--- config.mk ---
export PLATFORM = sky130hd
export DESIGN_NAME = int_controller_flat
export DESIGN_NICKNAME = d
export VERILOG_FILES = /design/src/rtl/intc_pkg.sv /design/src/rtl/int_controller_if.sv /design/src/rtl/intc_prio_enc.sv /design/src/rtl/int_controller.sv /design/src/flat_wrapper.sv
export SDC_FILE = /design/constraint.sdc
export NUM_CORES = 1
export LEC_CHECK = 0
export ABC_AREA = 1
export CORE_MARGIN = 10
export CORE_UTILIZATION = 31
export DETAILED_ROUTE_END_ITERATION = 8
export MAX_ROUTING_LAYER = met4
export PLACE_DENSITY = 0.76
export SLEW_MARGIN = 40
export SYNTH_ARGS = -nofsm -noshare
export SYNTH_HDL_FRONTEND = slang
export SYNTH_SLANG_ARGS = --single-unit
export TNS_END_PERCENT = 50
--- constraint.sdc ---
create_clock -name clk -period 1 [get_ports clk]
set_input_delay 0.2 -clock clk [delete_from_list [all_inputs] [get_ports clk]]
set_output_delay 0.2 -clock clk [all_outputs]
set_load 0.005 [all_outputs]
--- src/rtl/intc_pkg.sv ---
// -----------------------------------------------------------------------------
// intc_pkg -- shared constants and types for the interrupt controller.
//   INTC_NUM_SRC : number of interrupt sources (bit 0 = highest priority)
//   ADDR_*       : register map of the bus-accessible registers
//   intc_state_t : FSM state encoding (also returned by STATUS reads)
//   MASK_RST     : mask value after reset (all sources enabled)
// -----------------------------------------------------------------------------
package intc_pkg;

   localparam int INTC_NUM_SRC = 4;
   localparam int INTC_ID_W    = 2;

   localparam logic [1:0] ADDR_MASK    = 2'd0;
   localparam logic [1:0] ADDR_PENDING = 2'd1;
   localparam logic [1:0] ADDR_CAUSE   = 2'd2;
   localparam logic [1:0] ADDR_STATUS  = 2'd3;

   typedef logic [1:0] intc_state_t;
   localparam intc_state_t ST_IDLE    = 2'd0;
   localparam intc_state_t ST_REQ     = 2'd1;
   localparam intc_state_t ST_SERVICE = 2'd2;

   localparam logic [INTC_NUM_SRC-1:0] MASK_RST = 4'hF;

   // One-hot vector selecting source idx.
   function automatic logic [INTC_NUM_SRC-1:0] onehot(input logic [INTC_ID_W-1:0] idx);
      logic [INTC_NUM_SRC-1:0] v;
      v      = '0;
      v[idx] = 1'b1;
      return v;
   endfunction

endpackage

--- src/rtl/int_controller_if.sv ---
// -----------------------------------------------------------------------------
// int_controller_if -- register access bus of the interrupt controller.
//   sel   : access strobe
//   we    : 1 = write, 0 = read (valid with sel)
//   addr  : register select (MASK/PENDING/CAUSE/STATUS)
//   wdata : write data
//   rdata : registered read data, valid the cycle after a read strobe
// master = bus initiator, slave = int_controller.
// -----------------------------------------------------------------------------
interface int_controller_if;

   logic        sel;
   logic        we;
   logic [1:0]  addr;
   logic [31:0] wdata;
   logic [31:0] rdata;

   modport master (output sel, output we, output addr, output wdata, input rdata);
   modport slave  (input sel, input we, input addr, input wdata, output rdata);

endinterface

--- src/rtl/intc_prio_enc.sv ---
// -----------------------------------------------------------------------------
// intc_prio_enc -- combinational lowest-index priority encoder.
//   i_vec : request vector
//   o_any : at least one bit of i_vec set
//   o_idx : index of the lowest set bit (0 when none set)
// -----------------------------------------------------------------------------
module intc_prio_enc
   import intc_pkg::*;
(
   input  logic [INTC_NUM_SRC-1:0] i_vec,
   output logic                    o_any,
   output logic [INTC_ID_W-1:0]    o_idx
);

   always_comb begin
      o_any = |i_vec;
      o_idx = '0;
      // Scan from the top down so the lowest set index is written last.
      for (int i = INTC_NUM_SRC - 1; i >= 0; i--) begin
         if (i_vec[i]) begin
            o_idx = i[INTC_ID_W-1:0];
         end
      end
   end

endmodule

--- src/rtl/int_controller.sv ---
// -----------------------------------------------------------------------------
// int_controller -- 4-source prioritised interrupt controller.
//   clk      : system clock
//   rst      : synchronous active-high reset
//   irq_src  : interrupt sources (clk-synchronous, bit 0 = highest priority)
//   int_sig  : registered interrupt request to the control unit
//   int_ack  : pulse, control unit has taken the interrupt
//   int_done : pulse, control unit executed RFE
//   int_id   : registered index of the source requested/serviced
//   bus      : register access port (int_controller_if.slave)
// Build option: define INTC_EDGE_DETECT_EN for rising-edge capture of
// irq_src; otherwise sources are level-captured every cycle.
// -----------------------------------------------------------------------------
module int_controller
   import intc_pkg::*;
(
   input  logic                    clk,
   input  logic                    rst,
   input  logic [INTC_NUM_SRC-1:0] irq_src,
   output logic                    int_sig,
   input  logic                    int_ack,
   input  logic                    int_done,
   output logic [INTC_ID_W-1:0]    int_id,
   int_controller_if.slave         bus
);

   intc_state_t             r_state;
   logic [INTC_NUM_SRC-1:0] r_pending;
   logic [INTC_NUM_SRC-1:0] r_mask;
   logic                    r_int_sig;
   logic [INTC_ID_W-1:0]    r_int_id;
   logic [31:0]             r_rdata;

   logic [INTC_NUM_SRC-1:0] w_capture;
   logic [INTC_NUM_SRC-1:0] w_w1c;
   logic [INTC_NUM_SRC-1:0] w_ack_clr;
   logic                    w_rd;
   logic                    w_wr;
   logic                    w_any;
   logic [INTC_ID_W-1:0]    w_idx;
   logic                    w_unused_wdata;

`ifdef INTC_EDGE_DETECT_EN
   logic [INTC_NUM_SRC-1:0] r_prev;

   always_ff @(posedge clk) begin
      if (rst) begin
         r_prev <= '0;
      end else begin
         r_prev <= irq_src;
      end
   end

   assign w_capture = irq_src & ~r_prev;
`else
   assign w_capture = irq_src;
`endif

   assign w_rd = bus.sel & ~bus.we;
   assign w_wr = bus.sel &  bus.we;
   assign w_w1c     = (w_wr && bus.addr == ADDR_PENDING) ? bus.wdata[INTC_NUM_SRC-1:0] : '0;
   assign w_ack_clr = (r_state == ST_REQ && int_ack) ? onehot(r_int_id) : '0;
   assign w_unused_wdata = ^bus.wdata[31:INTC_NUM_SRC];

   intc_prio_enc u_prio_enc (
      .i_vec (r_pending & r_mask),
      .o_any (w_any),
      .o_idx (w_idx)
   );

   // Capture is OR-ed in after the clears, so a same-cycle set beats ack/W1C.
   always_ff @(posedge clk) begin
      if (rst) begin
         r_pending <= '0;
         r_mask    <= MASK_RST;
      end else begin
         r_pending <= (r_pending & ~(w_w1c | w_ack_clr)) | w_capture;
         if (w_wr && bus.addr == ADDR_MASK) begin
            r_mask <= bus.wdata[INTC_NUM_SRC-1:0];
         end
      end
   end

   // Request FSM. int_id is frozen outside IDLE, so unmasking or new
   // pending bits never retarget an outstanding request.
   always_ff @(posedge clk) begin
      if (rst) begin
         r_state   <= ST_IDLE;
         r_int_sig <= 1'b0;
         r_int_id  <= '0;
      end else begin
         case (r_state)
            ST_IDLE: begin
               if (w_any) begin
                  r_state   <= ST_REQ;
                  r_int_sig <= 1'b1;
                  r_int_id  <= w_idx;
               end
            end
            ST_REQ: begin
               if (int_ack) begin
                  r_state   <= ST_SERVICE;
                  r_int_sig <= 1'b0;
               end
            end
            ST_SERVICE: begin
               if (int_done) begin
                  r_state <= ST_IDLE;
               end
            end
            default: begin
               r_state   <= ST_IDLE;
               r_int_sig <= 1'b0;
            end
         endcase
      end
   end

   // Read data holds its last value between reads.
   always_ff @(posedge clk) begin
      if (rst) begin
         r_rdata <= '0;
      end else if (w_rd) begin
         case (bus.addr)
            ADDR_MASK:    r_rdata <= {28'd0, r_mask};
            ADDR_PENDING: r_rdata <= {28'd0, r_pending};
            ADDR_CAUSE:   r_rdata <= {29'd0, (r_state != ST_IDLE), r_int_id};
            default:      r_rdata <= {30'd0, r_state};
         endcase
      end
   end

   assign int_sig   = r_int_sig;
   assign int_id    = r_int_id;
   assign bus.rdata = r_rdata;

endmodule
--- src/flat_wrapper.sv ---
// flat-port wrapper written by rule: the top's interface ports become plain ports
module int_controller_flat import intc_pkg::*;
  (clk, rst, irq_src, int_sig, int_ack, int_done, int_id, bus_sel, bus_we, bus_addr, bus_wdata, bus_rdata);
  int_controller_if bus_i ();
  input  logic clk;
  input  logic rst;
  input  logic [INTC_NUM_SRC-1:0] irq_src;
  output logic int_sig;
  input  logic int_ack;
  input  logic int_done;
  output logic [INTC_ID_W-1:0] int_id;
  input wire logic [$bits(bus_i.sel)-1:0] bus_sel;
  input wire logic [$bits(bus_i.we)-1:0] bus_we;
  input wire logic [$bits(bus_i.addr)-1:0] bus_addr;
  input wire logic [$bits(bus_i.wdata)-1:0] bus_wdata;
  output wire logic [$bits(bus_i.rdata)-1:0] bus_rdata;
  assign bus_i.sel = bus_sel;
  assign bus_i.we = bus_we;
  assign bus_i.addr = bus_addr;
  assign bus_i.wdata = bus_wdata;
  assign bus_rdata = bus_i.rdata;
  int_controller u_core (.clk(clk), .rst(rst), .irq_src(irq_src), .int_sig(int_sig), .int_ack(int_ack), .int_done(int_done), .int_id(int_id), .bus(bus_i));
endmodule
---- Yosys cells after proc, flatten, opt, wreduce, memory -nomap -nowiden ----
Cells that the tools add are included.
storage, ports and cells
  latch bits .............................. 0
  ROM bits ................................ 0
  bits in writable memories ............... 0
  flip-flop bits (word level) ............. 45
  memories kept ........................... 0
  output and inout bits ................... 35
cells by class
  bitwise gates (word level) .............. 9
  mux-type cells .......................... 16
  eq/ne operators ......................... 7
  reduce and logical (&&, ||, !) cells .... 11
  multiply operators ...................... 0
  divide/modulo/power cells ............... 0
  add/sub/neg operators ................... 0
  order comparisons ....................... 2
  shift operators ......................... 0
operator list
  cell                                                                          count
  2-bit 2-to-1 mux                                                              7
  4-bit case mux with 3 select lines                                            1
  4-bit AND                                                                     2
  4-bit 2-to-1 mux                                                              2
  4-bit OR                                                                      2
  2-bit inequality test, second input constant                                  3
  2-bit case mux with 3 select lines                                            1
  3-bit AND reduction                                                           2
  2-bit by 1-bit equality test with 1-bit output, second input constant         2
  2-bit equality test, second input constant                                    2
  1-bit logical AND                                                             4
  2-bit logical NOT                                                             2
  4-bit NOT                                                                     1
  4-bit OR reduction                                                            1
  2-bit by 3-bit less-than comparator with 1-bit output, second input constant  1
  1-bit 2-to-1 mux                                                              3
  1-bit case mux with 3 select lines                                            1
  1-bit AND                                                                     2
  1-bit demux with 2-bit select                                                 1
  2-bit by 1-bit >= comparator with 1-bit output, second input constant         1
  1-bit NOT                                                                     2
  2-bit AND reduction                                                           1
  2-bit nonzero test                                                            1

---- Longest topological paths before layout ----
  depth after elaboration ................. 9
  gate-level depth with buffers ........... 9

---- Modules after synthesis ----
A second synthesis with hierarchy kept.
second synthesis, totals
  cells, all modules ...................... 166
  area, all modules ....................... 1106.1 sq um
by module, submodules not included
  module          area each (sq um)  times used  cells an instance
  int_controller  1059.8             1           157
  intc_prio_enc   46.3               1           9

---- Worst setup path before layout ----
OpenSTA, ideal clock, no wires.
  kind .................................... register to register
  from .................................... reg u_core.r_state[1]
  to ...................................... reg u_core.r_pending[0]
  slack ................................... 0.066 ns
  arrival ................................. 0.817 ns
  setup time .............................. 0.116 ns
  path buffers ............................ 0
  stages on the path, launching flop included .. 7
  clock period less this slack ............ 0.934 ns
  cells stage by stage .................... dfxtp_1 inv_2 nand2_1 nor2_1 nand3_1 nand3_1 a21oi_1
between the ends
  cells in the longest elaborated chain, start to end .. 7
RTL lines
  what                                            line                   source
  from (decl)                                     int_controller.sv:27   intc_state_t r_state;
  from (signal assigned)                          int_controller.sv:88   r_state <= ST_IDLE;
  from (signal assigned)                          int_controller.sv:95   r_state <= ST_REQ;
  from (signal assigned)                          int_controller.sv:102  r_state <= ST_SERVICE;
  2-bit by 1-bit equality test with 1-bit output  int_controller.sv:62   assign w_ack_clr = (r_state == ST_REQ && int_ack) ? onehot(r_int_id) : '0;
  1-bit logical AND                               int_controller.sv:62
  4-bit 2-to-1 mux                                int_controller.sv:62
  4-bit OR                                        int_controller.sv:77   r_pending <= (r_pending & ~(w_w1c | w_ack_clr)) | w_capture;
  4-bit NOT                                       int_controller.sv:77
  4-bit AND                                       int_controller.sv:77
  4-bit OR                                        int_controller.sv:77
  to (signal assigned)                            int_controller.sv:77
  to (decl)                                       int_controller.sv:28   logic [INTC_NUM_SRC-1:0] r_pending;
No other way between the ends.
A chain may end at the register's enable or synchronous reset.

---- Final worst setup path ----
  from .................................... reg u_core.r_state[1]
  to ...................................... reg u_core.r_pending[1]
The elaborated chain is that of the path after synthesis.

==> run metrics <==
top cell type by total area after synthesis=sky130_fd_sc_hd__dfxtp_1; Max Slew Vio Count=0; post-synthesis cell type count=18; maximum clock frequency=1008 MHz; critical path peak fanout=5; area fraction in compound gates after synthesis=about a tenth; number of clock sinks=17; outcome=finished clean; filler cell count=~380; Final Hold Violating Endpoints=0; length of the first detailed-routing pass in iterations=4; post-synthesis cell count=around 160; initial drt markers=46; maximum number of pins on one net before global-route repair=11; Max Cap Viol=0; syn avg cell area=roughly 6.6 um^2; Post-Syn Area=between 0.001 and 0.0015 mm^2; number of warnings issued by yosys=0; area share of xor/xnor cells in the synthesized design=0%; WP data arrival=between 1 and 1.5 ns; clock root buffer=sky130_fd_sc_hd__clkbuf_4; commonest cells in the netlist=39 x sky130_fd_sc_hd__nand2_1, 28 x sky130_fd_sc_hd__buf_4, 19 x sky130_fd_sc_hd__nand3_1, 17 x sky130_fd_sc_hd__dfxtp_1, 16 x sky130_fd_sc_hd__inv_1; vias in the first global route=roughly 1.1k; setup repair after global routing missed its margin=true; combined global-route utilization of all metal layers=9.432%; most frequent cell after synthesis=sky130_fd_sc_hd__nand2_1; final period demand of the worst path=0.9920 ns; initial antenna violation count=0; share of synthesized cell area in and, or, nand and nor gates=about 29%; total power divided by cell area=between 1000 and 1500 mW/mm^2; number of standard cells in the layout, taps in and fillers out=between 200 and 250; Bufs on Longest Clock Path=2; total of flip-flops plus latches after synthesis=17; floorplan core area=about 0.0033 mm^2; DR WL/cell=about 12 um; required time at the endpoint of the critical path=between 1 and 1.5 ns; share of final-layout standard cells stronger than drive strength 1=31.84%; via count=roughly 1.1k; IR Drop Worst-Case VDD=between 0.4 and 0.5 mV; drt total wl=2863 um; Routability Congestion=a little under 0.9; number of synthesized flops with an enable pin=0; buffers added on ports=22; HPWL reported at the end of detailed placement=2320 um; sequential share of the synthesized area=about a third; total CTS buffers=3; Top FF cell, synth=sky130_fd_sc_hd__dfxtp_1; # setup viols final=0; Die Span X=around 80 um; final core utilization=42.37%; async set-or-reset flop fraction in the synthesized netlist=0%; main combinational cell family by area after synthesis=buffers and inverters; via density per instance=between 4 and 5; Clock Skew=a little under 0.004 ns; Post CTS Setup Buffer Count=0; Antenna Nets Post-Route=0; Antenna Diode Count=0; fin nets=~250; final critical-path share of the clock period=roughly 100%; clock transition at the registers of the reported paths=~0.1 ns; gr ovfl total=0; top post-synthesis cells by area=sky130_fd_sc_hd__dfxtp_1 32%, sky130_fd_sc_hd__buf_4 20%, sky130_fd_sc_hd__nand2_1 14%, sky130_fd_sc_hd__nand3_1 8.9%, sky130_fd_sc_hd__inv_1 5.6%; hold crit path type=input port to flop; DIE AREA=0.006211 mm^2; Placed Instances=243; Area growth syn-to-layout=31.86%; leakage dissipation=approximately 0.73 nW; adder-cell area share of the yosys netlist=0%; number of top-level pins=between 70 and 80; global-route wire length before repair=about 4800 um; Crit. End Element=flop; proportion of netlist area held by the largest area contributor=roughly a third; total number of placement rows=21; H-tree lvl count=1; Clock Latency Late Sink=between 0.2 and 0.3 ns; effective utilization at floorplan=between 30% and 40%; startpoint type of the worst setup path=flop; die height=between 70 and 80 um; number of design rule violations left after detail routing=0; Setup Crit Path Kind=flop to flop; clock tree from TritonCTS=yes; multiplexer share of the synthesized area=0%
==> per-layer routing <==
| layer | vias up | track usage [%] | wire, um |
|---|---|---|---|
| met2 | 49 | 15.46 | 1367 |
| li1 | 526 | - | - |
| met4 | 0 | 5.197 | 66 |
| met1 | 473 | 9.955 | 1203 |
| met5 | - | - | 0 |
| met3 | 8 | 2.928 | 225 |
==> where the power goes <==
part / switching [mW] / internal (mW)
Clock: 0.224 / 0.149
Sequential: 0.0390 / 0.740
Combinational: 0.270 / 0.224
Total: 0.533 / 1.11
==> cells in the final DEF, fill, tap and decap left out, types with 5 or more instances in the layout <==
cell type | synthesis | final
sky130_fd_sc_hd__inv_2 | 7 | 7
sky130_fd_sc_hd__nor2_1 | 9 | 8
sky130_fd_sc_hd__o21ai_0 | 7 | 5
sky130_fd_sc_hd__inv_1 | 16 | 16
sky130_fd_sc_hd__nand2_2 | 2 | 8
sky130_fd_sc_hd__nand3_1 | 19 | 16
sky130_fd_sc_hd__nand2_1 | 39 | 33
sky130_fd_sc_hd__clkdlybuf4s50_1 | 0 | 11
sky130_fd_sc_hd__dfxtp_2 | 0 | 13
sky130_fd_sc_hd__a21oi_1 | 9 | 7
sky130_fd_sc_hd__buf_4 | 28 | 13
sky130_fd_sc_hd__conb_1 | 1 | 28
sky130_fd_sc_hd__buf_2 | 0 | 6
==> worst max-delay path, stage by stage, from the launching register on <==
cell and delay [ns]:
sky130_fd_sc_hd__dfxtp_2 0.34, sky130_fd_sc_hd__inv_2 0.07, sky130_fd_sc_hd__nand2_1 0.05, sky130_fd_sc_hd__nor2_1 0.08, sky130_fd_sc_hd__buf_4 0.14, sky130_fd_sc_hd__nand3_1 0.07, sky130_fd_sc_hd__nand3_1 0.08, sky130_fd_sc_hd__a21oi_1 0.06
==> stage by stage <==
stage	hold slack [ns]	setup WS, ns	area, um^2	TNS [ns]	power [mW]
2_1_floorplan	0.3263	0.06642	1174	0	1.091
3_3_place_gp	0.4918	-0.4570	1335	-5.510	1.241
3_5_place_dp	0.4929	-0.5286	1335	-6.162	1.247
4_1_cts	0.4335	0.006947	1345	0	1.598
5_1_grt	0.3860	-0.06345	1414	-0.3687	1.776
6_report	0.3736	0.008002	1414	0	1.647
==> path summary, 6_finish.rpt <==
kind	start	endpoint	slack [ns]	cells after the start
max reg2reg	u_core.r_state[1]	u_core.r_pending[1]	0.008	7
min	bus_we	u_core.bus.rdata[1]	0.37	4
min reg2reg	u_core.r_pending[3]	u_core.r_pending[3]	0.50	2
max	u_core.r_state[1]	u_core.r_pending[1]	0.008	7
==> flip-flops by register name, indices dropped and copies added, names as in the netlist <==
| register | cells |
|---|---|
| u_core.int_id | 2 |
| u_core.r_pending | 4 |
| u_core.r_mask | 4 |
| u_core.int_sig | 1 |
| u_core.r_state | 2 |
| u_core.bus.rdata | 4 |
==> cells by family after synthesis <==
| logic type | after synthesis |
|---|---|
| flops | 17 |
| buf+inv | 53 |
| other cells | 1 |
| compound gates | 20 |
| simple gates | 72 |
==> layout make-up <==
cell class	instances	area [um^2]	area share [%]
multi-input combinational	120	575.6	40.71
clock buffer	3	22.52	1.593
tap	46	57.56	4.071
clock inverter	1	5.005	0.3540
sequential	17	356.6	25.22
timing repair buffer	36	302.8	21.42
inverter	24	93.84	6.637
==> what timing repair did <==
item / in CTS / in global routing
setup endpoints to repair: 21 / 13
hold buffers: 0 / 0
hold endpoints to repair: 0 / 0
pin swaps: 2 / 8
gates resized for setup: 42 / 23
Power figures use the tool's default switching activity.
